`config.mk`:
```
export PLATFORM = sky130hd
export DESIGN_NAME = alu_op_encoder
export DESIGN_NICKNAME = d
export VERILOG_FILES = /design/src/rtl/alu_pkg.sv /design/src/rtl/alu_enc_fifo.sv /design/src/rtl/alu_op_encoder.sv
export SDC_FILE = /design/constraint.sdc
export NUM_CORES = 1
export LEC_CHECK = 0
export ABC_AREA = 1
export BUFFER_PORTS_ARGS = -buffer_cell sky130_fd_sc_hd__buf_2
export CAP_MARGIN = 10
export CORE_UTILIZATION = 40
export CTS_CLUSTER_DIAMETER = 100
export DETAILED_ROUTE_END_ITERATION = 8
export GPL_ROUTABILITY_DRIVEN = 0
export GPL_TIMING_DRIVEN = 0
export PLACE_DENSITY = 0.63
export SLEW_MARGIN = 5
export SYNTH_ARGS = -nofsm -noshare
export SYNTH_HDL_FRONTEND = slang
export SYNTH_SLANG_ARGS = --single-unit
```
`constraint.sdc`:
```
create_clock -name clk -period 1.8 [get_ports clk]
set_input_delay 0 -clock clk [delete_from_list [all_inputs] [get_ports clk]]
set_output_delay 0 -clock clk [all_outputs]
set_load 0.05 [all_outputs]
```
`src/rtl/alu_pkg.sv`:
```
// Shared op-vector/instruction-field code table for the ALU op encoder and its
// matching decoder. Index i of OP_TABLE is the op vector {op0..op4} for field i.
package alu_pkg;

    localparam int OPS_W  = 5;
    localparam int CODE_W = 3;

    localparam logic [7:0][OPS_W-1:0] OP_TABLE = {
        5'b00100,   // 7
        5'b11110,   // 6
        5'b01101,   // 5
        5'b10000,   // 4
        5'b10100,   // 3
        5'b01000,   // 2
        5'b11101,   // 1
        5'b00000    // 0
    };

    typedef struct packed {
        logic              legal;
        logic [CODE_W-1:0] code;
    } enc_t;

    function automatic enc_t encode_ops(input logic [OPS_W-1:0] ops);
        enc_t r;
        r.legal = 1'b0;
        r.code  = '0;
        for (int i = 0; i < 8; i++) begin
            if (OP_TABLE[i] == ops) begin
                r.legal = 1'b1;
                r.code  = CODE_W'(i);
            end
        end
        return r;
    endfunction

    function automatic logic [OPS_W-1:0] decode_code(input logic [CODE_W-1:0] code);
        return OP_TABLE[code];
    endfunction

endpackage

```
`src/rtl/alu_enc_fifo.sv`:
```
// Small circular FIFO; full/empty come from an occupancy counter, not pointer compare.
module alu_enc_fifo #(
    parameter int DEPTH = 2,
    parameter int WIDTH = 3
) (
    input  logic             clk,
    input  logic             rst_n,
    input  logic             push,
    input  logic [WIDTH-1:0] wdata,
    input  logic             pop,
    output logic [WIDTH-1:0] rdata,
    output logic             full,
    output logic             empty
);

    localparam int PTR_W = $clog2(DEPTH);
    localparam int OCC_W = $clog2(DEPTH) + 1;

    logic [WIDTH-1:0] mem_q [DEPTH];
    logic [WIDTH-1:0] mem_d [DEPTH];
    logic [PTR_W-1:0] wr_ptr_q, wr_ptr_d;
    logic [PTR_W-1:0] rd_ptr_q, rd_ptr_d;
    logic [OCC_W-1:0] occ_q, occ_d;
    logic             push_ok, pop_ok;

    function automatic logic [PTR_W-1:0] next_ptr(input logic [PTR_W-1:0] p);
        return (p == PTR_W'(DEPTH - 1)) ? '0 : p + 1'b1;
    endfunction

    assign full    = (occ_q == OCC_W'(DEPTH));
    assign empty   = (occ_q == '0);
    assign rdata   = mem_q[rd_ptr_q];
    assign push_ok = push && !full;
    assign pop_ok  = pop && !empty;

    always_comb begin
        mem_d    = mem_q;
        wr_ptr_d = wr_ptr_q;
        rd_ptr_d = rd_ptr_q;
        occ_d    = occ_q;
        if (push_ok) begin
            mem_d[wr_ptr_q] = wdata;
            wr_ptr_d        = next_ptr(wr_ptr_q);
        end
        if (pop_ok) begin
            rd_ptr_d = next_ptr(rd_ptr_q);
        end
        case ({push_ok, pop_ok})
            2'b10:   occ_d = occ_q + 1'b1;
            2'b01:   occ_d = occ_q - 1'b1;
            default: occ_d = occ_q;
        endcase
    end

    always_ff @(posedge clk) begin
        if (!rst_n) begin
            wr_ptr_q <= '0;
            rd_ptr_q <= '0;
            occ_q    <= '0;
        end else begin
            wr_ptr_q <= wr_ptr_d;
            rd_ptr_q <= rd_ptr_d;
            occ_q    <= occ_d;
        end
    end

    // Payload needs no reset: the head is masked while the FIFO is empty.
    always_ff @(posedge clk) begin
        mem_q <= mem_d;
    end

endmodule

```
`src/rtl/alu_op_encoder.sv`:
```
// Encodes 5-bit ALU control vectors into 3-bit instruction fields through a
// small FIFO; illegal vectors are consumed, flagged and counted, never queued.
module alu_op_encoder
    import alu_pkg::*;
#(
    parameter int DEPTH = 2,
    parameter int CNT_W = 8
) (
    input  logic             clk,
    input  logic             rst_n,
    input  logic             in_valid,
    output logic             in_ready,
    input  logic [4:0]       in_ops,
    output logic             out_valid,
    input  logic             out_ready,
    output logic             out_i3,
    output logic             out_i4,
    output logic             out_i5,
    output logic             illegal,
    output logic [CNT_W-1:0] illegal_cnt,
    output logic [15:0]      issued_cnt
);

    enc_t             enc;
    logic             in_hs, out_hs, push;
    logic             fifo_full, fifo_empty;
    logic [2:0]       head;
    logic             illegal_q, illegal_d;
    logic [CNT_W-1:0] illegal_cnt_q, illegal_cnt_d;
    logic [15:0]      issued_cnt_q, issued_cnt_d;

    assign enc       = encode_ops(in_ops);
    assign in_ready  = !fifo_full;
    assign in_hs     = in_valid && in_ready;
    assign push      = in_hs && enc.legal;
    assign out_valid = !fifo_empty;
    assign out_hs    = out_valid && out_ready;

    alu_enc_fifo #(
        .DEPTH (DEPTH),
        .WIDTH (3)
    ) u_fifo (
        .clk   (clk),
        .rst_n (rst_n),
        .push  (push),
        .wdata (enc.code),
        .pop   (out_hs),
        .rdata (head),
        .full  (fifo_full),
        .empty (fifo_empty)
    );

    assign {out_i3, out_i4, out_i5} = out_valid ? head : 3'b000;
    assign illegal     = illegal_q;
    assign illegal_cnt = illegal_cnt_q;
    assign issued_cnt  = issued_cnt_q;

    always_comb begin
        illegal_d     = in_hs && !enc.legal;
        illegal_cnt_d = illegal_cnt_q;
        issued_cnt_d  = issued_cnt_q;
        if (illegal_d && (illegal_cnt_q != '1)) begin
            illegal_cnt_d = illegal_cnt_q + 1'b1;
        end
        if (out_hs) begin
            issued_cnt_d = issued_cnt_q + 16'd1;
        end
    end

    always_ff @(posedge clk) begin
        if (!rst_n) begin
            illegal_q     <= 1'b0;
            illegal_cnt_q <= '0;
            issued_cnt_q  <= '0;
        end else begin
            illegal_q     <= illegal_d;
            illegal_cnt_q <= illegal_cnt_d;
            issued_cnt_q  <= issued_cnt_d;
        end
    end

endmodule

```
## Yosys cells after proc, flatten, opt, wreduce, memory -nomap -nowiden

Cells that the tools add are included.

| word-level totals | value |
|---|---|
| register bits | 35 |
| output and inout port bits | 30 |

| cells by class | value |
|---|---|
| magnitude comparators | 3 |
| equal/unequal tests | 11 |
| add/sub/neg operators | 6 |
| multiplexer cells | 18 |
| reductions and logical operators | 14 |
| bitwise operators | 2 |

Operator list:

| kind | number |
|---|---|
| $mux W4 | 8 |
| $eq A5 B5 Y1 const A | 4 |
| $add A16 B1 Y16 const B | 1 |
| $mux W3 | 5 |
| $eq A4 B5 Y1 const A | 2 |
| $add A8 B1 Y8 const B | 1 |
| $logic_and A1 B1 Y1 | 8 |
| $ne A8 B8 Y1 const B | 1 |
| $bwmux W6 | 1 |
| $eq A3 B5 Y1 const A | 1 |
| $logic_not A5 Y1 | 1 |
| $eq A2 B2 Y1 const B | 2 |
| $ge A2 B2 Y1 const B | 2 |
| $not A1 Y2 | 2 |
| $pmux W2 S2 | 1 |
| $demux W3 S1 | 1 |
| $logic_not A1 Y1 | 3 |
| $add A1 B1 Y1 const B | 2 |
| $add A2 B1 Y2 const B | 1 |
| $eq A2 B1 Y1 const B | 1 |
| $logic_not A2 Y1 | 1 |
| $lt A2 B1 Y1 const B | 1 |
| $mux W1 | 2 |
| $reduce_bool A2 Y1 | 1 |
| $sub A2 B1 Y2 const B | 1 |

## Depth between registers and ports, before layout

| logic depth | value |
|---|---|
| word-level depth | 13 |
| mapped depth | 13 |
| mapped depth without buffers | 13 |

## Modules after synthesis

A second synthesis with hierarchy kept.

| second synthesis, totals | value |
|---|---|
| cell total of the unflattened synthesis | 289 |
| area total of the unflattened synthesis | 1966.9 sq um |

By module, submodules not included:

| module | times used | area each (sq um) | seq. area each (sq um) | cells an instance |
|---|---|---|---|---|
| alu_op_encoder | 1 | 1522.7 | 500.5 | 237 |
| alu_enc_fifo | 1 | 444.2 | 260.2 | 52 |

## Worst setup path before layout

No wires, ideal clock.

| timing path | value |
|---|---|
| path kind | register to register |
| start point | register u_fifo.occ_q[0] |
| end point | register u_fifo.occ_q[1] |
| slack | -0.159 ns |
| arrival | 1.889 ns |
| setup time | 0.070 ns |
| cell stages (with the launch flop) | 12 |
| cells stage by stage | dfxtp_1 > inv_1 > nand2_1 > nand2_1 > nor2_4 > inv_1 > ha_1 > inv_1 > nand2_1 > nor2_1 > o21ai_0 > a21oi_1 |

| between the ends | value |
|---|---|
| longest elaborated chain between the ends | 7 |
| elaborated cells on any way between the ends | 15 |

Ends and longest elaborated chain:

| what | RTL line | source |
|---|---|---|
| start, declared | alu_enc_fifo.sv:23 | `logic [OCC_W-1:0] occ_q, occ_d;` |
| start signal, assigned | alu_enc_fifo.sv:59 | `occ_q <= '0;` |
| start signal, assigned | alu_enc_fifo.sv:63 | `occ_q <= occ_d;` |
| $eq A2 B2 Y1 * | alu_enc_fifo.sv:30 | `assign full = (occ_q == OCC_W'(DEPTH));` |
| $logic_not A1 Y1 * | alu_op_encoder.sv:33 | `assign in_ready = !fifo_full;` |
| net in_ready | alu_op_encoder.sv:12 | `output logic in_ready,` |
| $logic_and A1 B1 Y1 | alu_op_encoder.sv:34 | `assign in_hs = in_valid && in_ready;` |
| $logic_and A1 B1 Y1 | alu_op_encoder.sv:35 | `assign push = in_hs && enc.legal;` |
| $logic_and A1 B1 Y1 * | alu_enc_fifo.sv:33 | `assign push_ok = push && !full;` |
| $eq A2 B1 Y1 or $eq A2 B2 Y1 (tied branches) | alu_enc_fifo.sv:48 | `case ({push_ok, pop_ok})` |
| $pmux W2 S2 or $reduce_bool A2 Y1 (tied branches) | -- |  |

The timed path passes the listed nets; every way through them passes the cells marked *.
A chain may end at the register's enable or synchronous reset.

## Final worst setup path

| timing path | value |
|---|---|
| start point | register u_fifo.occ_q[0] |
| end point | register u_fifo.occ_q[1] |

| between the ends | value |
|---|---|
| elaborated cells on any way between the ends | 15 |

RTL lines:

| what | RTL line | source |
|---|---|---|
| $logic_not A2 Y1 * | alu_enc_fifo.sv:31 | `assign empty = (occ_q == '0);` |
| $logic_not A1 Y1 * | alu_op_encoder.sv:36 | `assign out_valid = !fifo_empty;` |
| $logic_and A1 B1 Y1 * | alu_op_encoder.sv:37 | `assign out_hs = out_valid && out_ready;` |
| net out_hs | alu_op_encoder.sv:25 | `logic in_hs, out_hs, push;` |
| $logic_and A1 B1 Y1 * | alu_enc_fifo.sv:34 | `assign pop_ok = pop && !empty;` |
| $eq A2 B1 Y1 or $eq A2 B2 Y1 (tied branches) | alu_enc_fifo.sv:48 |  |
| $pmux W2 S2 or $reduce_bool A2 Y1 (tied branches) | -- |  |

Marked as above.

==> flow_metrics.tcl <==
set metrics [dict create \
    dp_hpwl_mm 2.93 \
    worst_pin_slew_ps 511 \
    busiest_layer "met2" \
    fin_worst_skew_ps 5.59 \
    critPathKind "flip-flop to flip-flop" \
    use_met3_pct 5.06 \
    cp_data_arrival_time_ps 1860 \
    synth_top_area_cell "dfxtp_1" \
    drive_gt1_share_pct 25.1 \
    drc 4 \
    ys_types 27 \
    fp.dieW_um 71.3 \
    cts_root_buf "clkbuf_8" \
    start_util_pct 43.0 \
    avgSynthCellArea_um2 7.48 \
    slowest_stage "dfxtp_4" \
    cpPeakStageDelay_ps 370 \
    synth_warnings 0 \
    postRouteAntennaNets 0 \
    met1_usage_pct 21.0 \
    power.leakage_nw 1.04 \
    grt_setup_unrepaired "false" \
    yosysSeqAreaShare_pct 39.6 \
    stdcell_count 355 \
    startpoint_type "flip-flop" \
    netlist_top_cells_area "dfxtp_1, nand2_1, edfxtp_1" \
    violations "design-rule violations" \
    setup_violations 0 \
    synthCells 257 \
    numCtsBuffers 5 \
    finalCritPeriodShare_pct 91.4 \
    io_buffers 38 \
    routed-via-count 1723 \
    synth_edf_count 6 \
    min-delay-path-class "input port to flip-flop" \
    io_pins 39 \
    regArea_um2 767 \
    clock-sinks 35 \
    max_slew_margin_pct 65.9 \
    synth_top_area_share_pct 30.2 \
    die_y_um 71.3 \
    finalPower_w 0.00172 \
    n_fill_cell 445 \
    cts.clk_slew.worst_paths_ps 70 \
    grt_first_pass_wirelength_mm 6.64 \
    die-area_um2 5090 \
    worstPathCellList "nor2_4 -> nor2_8 -> buf_2 -> ha_1 -> inv_1 -> nand2_1 -> nor2_1 -> o21ai_0 -> a21oi_1" \
    area_growth_syn_to_layout_pct 18.0 \
    syn_nets 269 \
    routedWlPerCell_um 10.9 \
    power.density_nw_per_um2 761 \
    routed_wl_mm 3.87 \
    drv_slew 0 \
    async_reset_ff_share_pct 0 \
    htree_num_levels 2 \
    core_um2 4470 \
    rows 24 \
    multi_input_area_um2 1020 \
    grt_pass1_vias 1544 \
    grt_max_degree 11 \
    max_freq_ghz 0.608 \
    finish.utilization_pct 50.7 \
    grtUsageTotal_pct 16.7 \
    synth-seq-cells 35 \
    cts_setup_buffers 0 \
    period_needed_ps 1640 \
    clock_path_buffers 2 \
    clk_latency_ps 290 \
    synth_common_cells "nand2_1, nor2_1, dfxtp_1, inv_1, a21oi_1" \
    placedCellCount 347 \
    n_antenna_cell 0 \
    hold_violations 0 \
    cap_violations 0 \
    syn_area_um2 1920 \
    tns_ps 0 \
    max-vdd-ir-drop_uv 315 \
    outcome "complete, but fails checks" \
    nets 314 \
    first_pass_iters 6 \
    required_ps 2020 \
    cp_max_fo 10 \
    grt_overflow 0 \
    drtIter0Drc 71 \
    cts_tree "built" \
    drt-vias-per-instance 4.85 \
    ys.flop_type "dfxtp_1" \
    use_met2_pct 27.1 \
    critPathCaptureType "flip-flop" \
    post-synth-top-count-cell "nand2_1" \
    antenna_found_initial 0 \
]
layout by cell type, fill, tap and decap left out, types with 3 or more instances in the layout:
cell type / Yosys / final
clkbuf_8: 0 / 5
edfxtp_1: 6 / 6
dfxtp_1: 29 / 26
nand2_1: 63 / 62
nor2_1: 33 / 33
nor3_1: 3 / 3
a21oi_1: 20 / 20
nand3_4: 3 / 3
xor2_1: 7 / 7
o21ai_0: 11 / 11
ha_1: 3 / 3
nand4_1: 10 / 10
nor2_4: 3 / 3
inv_2: 5 / 5
clkbuf_1: 1 / 3
nand3_1: 10 / 10
buf_2: 2 / 40
inv_1: 29 / 29
nand3_2: 7 / 7
flip-flops by register name (all words and copies together) (netlist names):
signal           flops
issued_cnt          16
u_fifo.mem_q         6
illegal              1
u_fifo.rd_ptr_q      1
u_fifo.occ_q         2
illegal_cnt          8
u_fifo.wr_ptr_q      1
worst paths after layout:
kind                         from              end  slack (ps)  cells past startpoint
setup reg to reg  u_fifo.occ_q[0]  u_fifo.occ_q[1]         160                      9
setup / recovery  u_fifo.occ_q[0]  u_fifo.occ_q[1]         160                      9
hold / removal              rst_n  u_fifo.occ_q[0]           8                      3
hold reg to reg   u_fifo.occ_q[0]  u_fifo.occ_q[0]         480                      1
worst max-delay path, delay by kind of cell, from the launching register on:
family | cells | cell delay [ps]
flops | 1 | 370
fa+ha+maj | 1 | 300
simple gates | 4 | 440
buf+inv | 2 | 260
compound gates | 2 | 200
metrics by stage:
| step | hold slack (ps) | setup slack, ps | instance area (µm²) |
|---|---|---|---|
| after floorplan | 138 | 8.79 | 1930 |
| after global placement | 304 | 107 | 2180 |
| after detailed placement | 314 | 67.3 | 2180 |
| after CTS | 1.50 | 55.7 | 2260 |
| after global routing | 8.00 | 18.3 | 2270 |
| final | 7.72 | 156 | 2270 |
metal layers:
layer,routed length [µm],vias up,part of all wire (%)
met5,0,-,0
met4,51,0,1.3
met3,168,8,4.3
met2,1760,31,45
met1,1890,757,49
li1,-,927,-
cells by family (layout without fill, tap and decap cells):
logic type / Yosys count / after routing / synth area share (%)
XOR/XNOR: 7 / 7 / 3.19
flip-flops: 35 / 35 / 39.6
AO/OA/AOI/OAI: 35 / 35 / 9.77
buffers and inverters: 37 / 83 / 7.36
adder cells (fa/ha/maj): 3 / 3 / 1.95
AND/OR/NAND/NOR: 140 / 140 / 38.2
power breakdown:
| group | internal [W] | switching, W | leakage (nW) |
|---|---|---|---|
| logic | 0.0000843 | 0.000237 | 0.711 |
| registers | 0.000825 | 0.0000282 | 0.292 |
| clock network | 0.000271 | 0.000278 | 0.0422 |
repair_timing:
action	4_1_cts	5_1_grt
gates resized for setup	0	2
endpoints found under the setup margin	0	1
hold buffers	0	0
area by class of cell:
cell class / count / area share, %
Timing Repair Buffer: 38 / 8.39
Clock inverter: 1 / 0.221
Sequential cell: 35 / 33.8
Tap cell: 52 / 2.87
Inverter: 34 / 5.63
Multi-Input combinational cell: 185 / 45.1
Buffer: 3 / 0.607
Clock buffer: 7 / 3.37
Note: power is estimated with default switching activity, not from simulation.
